==> config.mk <==
export PLATFORM = sky130hd
export DESIGN_NAME = booth_sequential_multiplier
export DESIGN_NICKNAME = d
export VERILOG_FILES = /design/src/rtl/arith_pkg.sv /design/src/rtl/booth_addsub.sv /design/src/rtl/booth_sequential_multiplier.sv
export SDC_FILE = /design/constraint.sdc
export NUM_CORES = 1
export LEC_CHECK = 0
export ABC_AREA = 1
export CORE_MARGIN = 2
export CORE_UTILIZATION = 45
export DETAILED_ROUTE_END_ITERATION = 10
export GPL_ROUTABILITY_DRIVEN = 0
export GPL_TIMING_DRIVEN = 0
export PLACE_DENSITY = 0.8
export REMOVE_ABC_BUFFERS = 1
export SYNTH_ARGS = -nofsm -noshare
export SYNTH_HDL_FRONTEND = slang
export SYNTH_HIERARCHICAL = 1
export SYNTH_SLANG_ARGS = --single-unit
export TNS_END_PERCENT = 50
==> constraint.sdc <==
create_clock -name clk -period 2.6 [get_ports clk]
set_input_delay 0.52 -clock clk [delete_from_list [all_inputs] [get_ports clk]]
set_output_delay 0.52 -clock clk [all_outputs]
set_load 0.05 [all_outputs]
==> src/rtl/arith_pkg.sv <==
// Shared arithmetic-unit definitions: sequencer states, default operand width
// and a sign-extension helper used by the multiplier and the divider.
package arith_pkg;

    typedef enum logic [1:0] {
        IDLE = 2'd0,
        RUN  = 2'd1,
        DONE = 2'd2
    } state_t;

    localparam int unsigned DEFAULT_WIDTH = 4;

    // Replicates bit w-1 of v into all higher bits (w in 1..64).
    function automatic logic [63:0] sext(input logic [63:0] v, input int unsigned w);
        logic [63:0] r_shl;
        r_shl = v << (64 - w);
        return 64'($signed(r_shl) >>> (64 - w));
    endfunction

endpackage

==> src/rtl/booth_addsub.sv <==
// Ripple-carry add/subtract cell: o_sum = i_a + i_b (mode 0) or i_a - i_b (mode 1),
// modulo 2^W, with subtraction done as i_a + ~i_b + 1.
module booth_addsub #(
    parameter int unsigned W = 5
) (
    input  logic [W-1:0] i_a,
    input  logic [W-1:0] i_b,
    input  logic         i_mode,
    output logic [W-1:0] o_sum
);

    always_comb begin : ripple
        logic w_carry;
        logic w_bx;
        w_carry = i_mode;
        w_bx    = 1'b0;
        o_sum   = '0;
        for (int unsigned i = 0; i < W; i++) begin
            w_bx     = i_b[i] ^ i_mode;
            o_sum[i] = i_a[i] ^ w_bx ^ w_carry;
            w_carry  = (i_a[i] & w_bx) | (w_carry & (i_a[i] ^ w_bx));
        end
    end

endmodule

==> src/rtl/booth_sequential_multiplier.sv <==
// Iterative signed radix-2 Booth multiplier: one Booth step per clock,
// 2N-bit product after N steps, start/done handshake.
module booth_sequential_multiplier
    import arith_pkg::*;
#(
    parameter int unsigned N = DEFAULT_WIDTH
) (
    input  logic           clk,
    input  logic           rst_n,
    input  logic           start,
    input  logic [N-1:0]   multiplicand,
    input  logic [N-1:0]   multiplier,
    output logic           in_ready,
    output logic           busy,
    output logic           done,
    output logic [2*N-1:0] product
);

    localparam int unsigned CW = $clog2(N) + 1;
    localparam logic [CW-1:0] LAST_STEP = CW'(N - 1);

    state_t          r_state;
    state_t          w_next_state;
    logic [N:0]      r_a;
    logic [N-1:0]    r_q;
    logic            r_qm1;
    logic [N:0]      r_m;
    logic [CW-1:0]   r_cnt;
    logic [2*N-1:0]  r_product;

    logic            w_accept;
    logic            w_step;
    logic            w_last;
    logic [N:0]      w_sum;
    logic [N:0]      w_a_sel;
    logic [N:0]      w_a_shift;
    logic [N-1:0]    w_q_shift;

    // Booth pair 10 subtracts, 01 adds; Qr[0] alone selects the mode.
    booth_addsub #(.W(N + 1)) u_addsub (
        .i_a    (r_a),
        .i_b    (r_m),
        .i_mode (r_q[0]),
        .o_sum  (w_sum)
    );

    always_comb begin
        w_a_sel   = (r_q[0] ^ r_qm1) ? w_sum : r_a;
        w_a_shift = {w_a_sel[N], w_a_sel[N:1]};
        w_q_shift = {w_a_sel[0], r_q[N-1:1]};
        w_last    = (r_cnt == LAST_STEP);
    end

    always_comb begin
        w_next_state = r_state;
        in_ready     = 1'b0;
        busy         = 1'b0;
        done         = 1'b0;
        w_accept     = 1'b0;
        w_step       = 1'b0;
        case (r_state)
            IDLE: begin
                in_ready = 1'b1;
                w_accept = start;
                if (start) w_next_state = RUN;
            end
            RUN: begin
                busy   = 1'b1;
                w_step = 1'b1;
                if (w_last) w_next_state = DONE;
            end
            DONE: begin
                in_ready     = 1'b1;
                done         = 1'b1;
                w_accept     = start;
                w_next_state = start ? RUN : IDLE;
            end
            default: w_next_state = IDLE;
        endcase
    end

    always_ff @(posedge clk) begin
        if (!rst_n) begin
            r_state   <= IDLE;
            r_a       <= '0;
            r_q       <= '0;
            r_qm1     <= 1'b0;
            r_m       <= '0;
            r_cnt     <= '0;
            r_product <= '0;
        end else begin
            r_state <= w_next_state;
            if (w_accept) begin
                r_a   <= '0;
                r_q   <= multiplier;
                r_qm1 <= 1'b0;
                r_m   <= (N + 1)'(sext(64'(multiplicand), N));
                r_cnt <= '0;
            end else if (w_step) begin
                r_a   <= w_a_shift;
                r_q   <= w_q_shift;
                r_qm1 <= r_q[0];
                r_cnt <= r_cnt + CW'(1);
                // Product is captured on the final step so it is valid throughout DONE.
                if (w_last) r_product <= {w_a_shift[N-1:0], w_q_shift};
            end
        end
    end

    assign product = r_product;

endmodule

# Yosys cells after proc, flatten, opt, wreduce, memory -nomap -nowiden
# Index checks and enable logic that the tools add are counted.
totals:
  ff_bits: 26
  elab_cells: 60
op_classes:
  addsub: 1
  n_eq_ne: 5
  muxes: 11
  bitwise_logic: 30
  n_reduce_logical: 6
op_table:
  columns: ["operator", "n"]
  rows:
  - ["$xor 1x1->1", 16]
  - ["$and 1x1->1", 8]
  - ["$mux 4", 2]
  - ["$pmux 2 s3", 1]
  - ["$mux 1", 5]
  - ["$mux 5", 1]
  - ["$mux 2", 2]
  - ["$ne 2x2->1 const B", 2]
  - ["$or 1x1->1", 4]
  - ["$reduce_or 2->1", 2]
  - ["$add 3x1->3 const B", 1]
  - ["$eq 3x2->1 const B", 1]
  - ["$reduce_and 3->1", 1]
  - ["$eq 2x1->1 const B", 1]
  - ["$eq 2x2->1 const B", 1]
  - ["$logic_not 2->1", 1]
  - ["$not 1->1", 2]
  - ["$reduce_and 2->1", 1]
  - ["$reduce_bool 2->1", 1]

# Depth between registers and ports, before layout
depth:
  depth_word: 14
  ltp_mapped: 15
  depth_no_buf: 14

# Cells and area by module
# The synthesis kept the hierarchy.
by_module_without_submodules:
  columns: ["mod", "n_inst", "cells_per_inst", "area_per_inst_um2"]
  rows:
  - ["booth_sequential_multiplier", 1, 147, 1163.6]
  - ["booth_addsub", 1, 29, 198.9]

# Worst setup path before layout
# No wires, ideal clock.
synth_timing:
  kind: "register -> register"
  from: "register r_q[0]"
  to: "register r_a[3] (netlist name)"
  setup_time_ns: 0.113
  arrival_ns: 2.406
  required_ns: 2.487
  setup_slack_ns: 0.081
  path_stages_with_launch: 16
  path_buffers: 1
  period_less_slack_ns: 2.519
  cell_sequence: "dfxtp_1 > buf_6 > xnor2_1 > fa_1 > fa_1 > fa_1 > inv_1 > nand2_1 > nand2_1 > nand2_2 > inv_1 > nor2_1 > nand2_1 > nand2_1 > o21ai_1 > inv_1"
synth_between:
  elab_chain_cells: 12
synth_lines:
  columns: ["element", "line", "rtl"]
  rows:
  - ["start: declaration", "booth_sequential_multiplier.sv:25", "logic [N-1:0] r_q;"]
  - ["start signal: assignment", "booth_sequential_multiplier.sv:95", "r_q <= multiplier;"]
  - ["start signal: assignment", "booth_sequential_multiplier.sv:101", "r_q <= w_q_shift;"]
  - ["$xor 1x1->1", "booth_addsub.sv:19", "w_bx = i_b[i] ^ i_mode;"]
  - ["$xor 1x1->1", "booth_addsub.sv:21", "w_carry = (i_a[i] & w_bx) | (w_carry & (i_a[i] ^ w_bx));"]
  - ["$and 1x1->1", "booth_addsub.sv:21", null]
  - ["$or 1x1->1", "booth_addsub.sv:21", null]
  - ["$and 1x1->1", "booth_addsub.sv:21", null]
  - ["$or 1x1->1", "booth_addsub.sv:21", null]
  - ["$and 1x1->1", "booth_addsub.sv:21", null]
  - ["$or 1x1->1", "booth_addsub.sv:21", null]
  - ["$and 1x1->1", "booth_addsub.sv:21", null]
  - ["$or 1x1->1", "booth_addsub.sv:21", null]
  - ["$xor 1x1->1 *", "booth_addsub.sv:20", "o_sum[i] = i_a[i] ^ w_bx ^ w_carry;"]
  - ["net w_sum[4]", "booth_sequential_multiplier.sv:34", "logic [N:0] w_sum;"]
  - ["$mux 5 *", "booth_sequential_multiplier.sv:48", "w_a_sel = (r_q[0] ^ r_qm1) ? w_sum : r_a;"]
# The timed path passes the listed nets; every way through them passes the cells marked *.
# A chain may end at the register's enable or synchronous reset.

# Final worst setup path
layout_timing:
  from: "register r_q[0]"
  to: "register r_a[3] (netlist name)"
layout_between:
  elab_chain_cells: 12
layout_lines:
  columns: ["element", "line"]
  rows:
  - ["$xor 1x1->1", "booth_addsub.sv:19"]
  - ["$xor 1x1->1", "booth_addsub.sv:21"]
  - ["$and 1x1->1", "booth_addsub.sv:21"]
  - ["$or 1x1->1", "booth_addsub.sv:21"]
  - ["$and 1x1->1", "booth_addsub.sv:21"]
  - ["$or 1x1->1", "booth_addsub.sv:21"]
  - ["$and 1x1->1", "booth_addsub.sv:21"]
  - ["$or 1x1->1", "booth_addsub.sv:21"]
  - ["$and 1x1->1", "booth_addsub.sv:21"]
  - ["$or 1x1->1", "booth_addsub.sv:21"]
  - ["$xor 1x1->1 *", "booth_addsub.sv:20"]
  - ["net w_sum[4]", "booth_sequential_multiplier.sv:34"]
  - ["$mux 5 *", "booth_sequential_multiplier.sv:48"]
# Marked as above.

==> results by group <==
Status
  – Status: completed

Routing
  – Number of design-rule violations left by the first detailed-router iteration: 33
  – Number of vias after detailed routing: ~1100
  – Via/cell ratio: just under 5
  – Number of DRC violations after detailed routing: 0
  – Total length of routed wires: around 2.4 mm
  – Antenna-violating nets left: 0
  – Routed len/inst: between 10 and 15 um
  – First drt pass iteration count: 4

GRT
  – GRT overflow: 0
  – GRT Total Usage: 0.160
  – Number of antenna violations at the first check in global routing: 0
  – Via count of the first global-routing pass: between 1000 and 1500
  – Pin count of the biggest net entering global routing: 20
  – Wire length of the first global-routing pass: approximately 4.3 mm

Worst setup path
  – Origin of the critical flop-to-flop path: r_q[0]$_SDFFE_PN0P_
  – Largest delay share family, worst path: adder cells
  – Length in cells of the worst reg-to-reg path: 14
  – CP max stage cell: sky130_fd_sc_hd__fa_1
  – Critical path's most frequent cell: sky130_fd_sc_hd__nand2_1
  – Max stage delay on crit path: about 0.43 ns
  – Buffers and inverters on the worst path: 3
  – Cell Chain, Critical Path: xnor2_1 > fa_2 > fa_1 > fa_1 > inv_1 > nand2_1 > nand2_1 > nand2_2 > inv_1 > nor2_1 > nand2_1 > nand2_1 > o21ai_1 > inv_1
  – FF-to-FF setup slack: 0.11 ns
  – Reg-to-Reg End: r_a[3]$_SDFFE_PP0N_
  – CP Capture Type: flip-flop
  – Worst Setup Path Type: flip-flop to flip-flop
  – Arrival time reported for the critical path endpoint: ~2.7 ns
  – Data required time at the worst endpoint: about 2.8 ns
  – Nature of the critical path startpoint: flip-flop
  – Critical path peak fanout: 8

STA
  – Slew headroom: 0.507
  – Final critical-path share of the clock period: 0.957
  – Fmax: about 400 MHz
  – Number of pins with negative max-slew slack in the final report: 0
  – Number of hold-slack violations in the final timing report: 0
  – Setup repair after global routing missed its margin: no
  – Clk_skew: 0.0153 ns
  – Number of endpoints failing setup at the final stage: 0
  – Tmin final: between 2 and 2.5 ns
  – Pin slew with the least headroom to its limit: between 0.7 and 0.8 ns
  – Worst hold-check slack: 0.480 ns

Logic synthesis
  – Cell area after synthesis: between 0.001 and 0.0015 mm^2
  – Share of Yosys cell area claimed by the top area cell type: 0.382
  – FF+latch count, synth: 26
  – Post-synthesis average cell area: about 7.7 um^2
  – Main area contributors after synthesis: sky130_fd_sc_hd__dfxtp_1, sky130_fd_sc_hd__nor2_1, sky130_fd_sc_hd__nand2_1, sky130_fd_sc_hd__inv_1, sky130_fd_sc_hd__fa_1
  – Part of the Yosys area used for sequential elements: 0.382
  – Synth Warn #: 6
  – Count of mapped cells out of synthesis: 176
  – Cell variety after synth: 26
  – Yosys top cell by area: sky130_fd_sc_hd__dfxtp_1

Worst hold path
  – Class of the tightest hold or removal check: flip-flop to flip-flop
  – Hold depth: 2
  – End point of the most critical hold path: product[7]$_SDFFE_PN0P_
  – Hold Startpoint: product[7]$_SDFFE_PN0P_

Clock network
  – CTS tree: done
  – Bufs on Longest Clock Path: 2
  – Cts bufs inserted: 3
  – H-tree depth reported by CTS: 1
  – Clock transition at path regs: roughly 0.15 ns
  – Root cell of the clock tree: sky130_fd_sc_hd__clkbuf_4
  – Clock insertion delay at the later pin of the skew report: 0.34 ns
  – Count of hold buffers inserted by post-cts repair: 0
  – Number of sinks handled by clock tree synthesis: 26

Job
  – MaxCap Viol Count: 0

Die
  – Die outline area: about 0.0035 mm^2
  – Std-Cell Core Area: 0.00281 mm^2
  – Num ports: 22
  – Cell Rows: 19
  – Starting density of the core: 0.486
  – Chip width: around 59 um
  – Floorplan die height: ~59 um

Layout
  – Diode count: 0
  – Area added between synthesis and finish: 19.5%
  – Nets: roughly 210
  – Fraction of final layout cells with drive strength greater than 1: 0.157
  – Filler-free cell count of the finished design: ~230

Placed design
  – Number of placed instances with taps included: around 220
  – Detailed-placement wirelength estimate: ~1.8 mm
  – Number of port buffers: 21

Power and ir drop
  – Total power: just over 0.9 mW
  – Worst supply voltage drop on vdd: 0.417 mV
  – LEAKAGE: 0.761 nW
  – Power density over cell area: between 500 and 600 mW/mm^2
sequential cells by signal, summed over array words and instances, names as in the netlist:
| name | flops |
|---|---|
| product | 8 |
| r_a | 4 |
| r_cnt | 3 |
| r_m | 4 |
| r_q | 4 |
| r_qm1 | 1 |
| r_state | 2 |
final cells by class:
cell class | instances | area (um^2)
clock buffers | 3 | 22.5
clock inverters | 1 | 30.0
fillers | 250 | 1180
inverters | 29 | 116
multi-input cells | 116 | 678
flip-flops and latches | 26 | 524
well taps | 31 | 38.8
repair buffers | 22 | 218
cells in the mapped netlist (all sizes together):
| master | count |
|---|---|
| nand2 | 37 |
| nor2 | 31 |
| inv | 28 |
| dfxtp | 26 |
| o21ai | 17 |
| nand3 | 8 |
| a21oi | 5 |
| buf | 5 |
| fa | 3 |
| nor3 | 3 |
| xnor2 | 3 |
| a211oi | 2 |
| ha | 2 |
| xor2 | 2 |
| clkinv | 1 |
| mux2i | 1 |
| o211ai | 1 |
| or2 | 1 |
cell families (layout without fill, tap and decap cells):
kind of cell,Yosys count,in the layout,synth area share
mux,1,1,0.00735
buf+inv,34,55,0.122
flops,26,26,0.382
simple gates,80,80,0.287
compound gates,25,25,0.107
fa+ha+maj,5,5,0.0624
xor+xnor,5,5,0.0321
worst max path at each step:
stage                                     end                 from  slack, ns  cells after the start
after floorplan           r_a[3]$_SDFFE_PP0N_  r_q[0]$_SDFFE_PN0P_       0.04                     14
after global placement    r_a[3]$_SDFFE_PP0N_  r_q[0]$_SDFFE_PN0P_      -0.19                     14
after detailed placement  r_a[3]$_SDFFE_PP0N_  r_q[0]$_SDFFE_PN0P_      -0.20                     14
after CTS                 r_a[3]$_SDFFE_PP0N_  r_q[0]$_SDFFE_PN0P_       0.02                     14
after global routing      r_a[3]$_SDFFE_PP0N_  r_q[0]$_SDFFE_PN0P_      0.006                     14
final                     r_a[3]$_SDFFE_PP0N_  r_q[0]$_SDFFE_PN0P_       0.11                     14
routing by layer:
layer	up-vias	wire (um)	share of wire	GRT usage
met3	4	115	0.047	0.0393
met4	0	39	0.016	0.0584
met2	23	1100	0.45	0.268
met1	487	1180	0.49	0.198
met5	-	0	0	0
li1	587	-	-	-
per-stage QoR:
step                       util  cell area (um^2)  setup slack [ns]  TNS [ns]
after detailed placement  0.557              1560            -0.200    -0.362
after CTS                 0.577              1620            0.0208         0
final                     0.580              1630             0.111         0
after floorplan               -              1310            0.0384         0
after global placement    0.557              1560            -0.189    -0.330
after global routing      0.580              1630           0.00553         0
report_power, final:
| part | internal [mW] | switching [mW] | total [mW] |
|---|---|---|---|
| Clock | 0.156 | 0.128 | 0.284 |
| Combinational | 0.0742 | 0.113 | 0.188 |
| Sequential | 0.419 | 0.0198 | 0.439 |
layout by cell type, fill, tap and decap left out, types with 2 or more instances in the layout:
cell | netlist | layout
sky130_fd_sc_hd__clkbuf_4 | 0 | 3
sky130_fd_sc_hd__inv_2 | 6 | 6
sky130_fd_sc_hd__fa_1 | 3 | 2
sky130_fd_sc_hd__o21ai_1 | 12 | 12
sky130_fd_sc_hd__xnor2_1 | 3 | 3
sky130_fd_sc_hd__clkdlybuf4s50_1 | 0 | 21
sky130_fd_sc_hd__ha_1 | 2 | 2
sky130_fd_sc_hd__xor2_1 | 2 | 2
sky130_fd_sc_hd__a211oi_2 | 2 | 2
sky130_fd_sc_hd__nand3_1 | 8 | 8
sky130_fd_sc_hd__a21oi_1 | 4 | 4
sky130_fd_sc_hd__nor2_1 | 30 | 30
sky130_fd_sc_hd__dfxtp_1 | 26 | 25
sky130_fd_sc_hd__o21ai_0 | 5 | 5
sky130_fd_sc_hd__inv_1 | 21 | 21
sky130_fd_sc_hd__nand2_1 | 28 | 28
sky130_fd_sc_hd__nor3_2 | 3 | 3
sky130_fd_sc_hd__nand2_2 | 5 | 5
sky130_fd_sc_hd__nand2_4 | 4 | 4
repair_timing:
action                                  CTS  global route
gates resized for setup                   2             1
buffers inserted                          0             1
endpoints found under the setup margin    3             2
worst reg2reg max path, delay by kind of cell, from the launching register on:
family	cells	cell delay (ns)
xor gates and xnor gates	1	0.18
adders and majority gates	3	1.19
buffers and inverters	3	0.14
AOI/OAI and AO/OA	1	0.12
DFF	1	0.41
and+or+nand+nor	6	0.34
(Power assumes the default switching activity.)
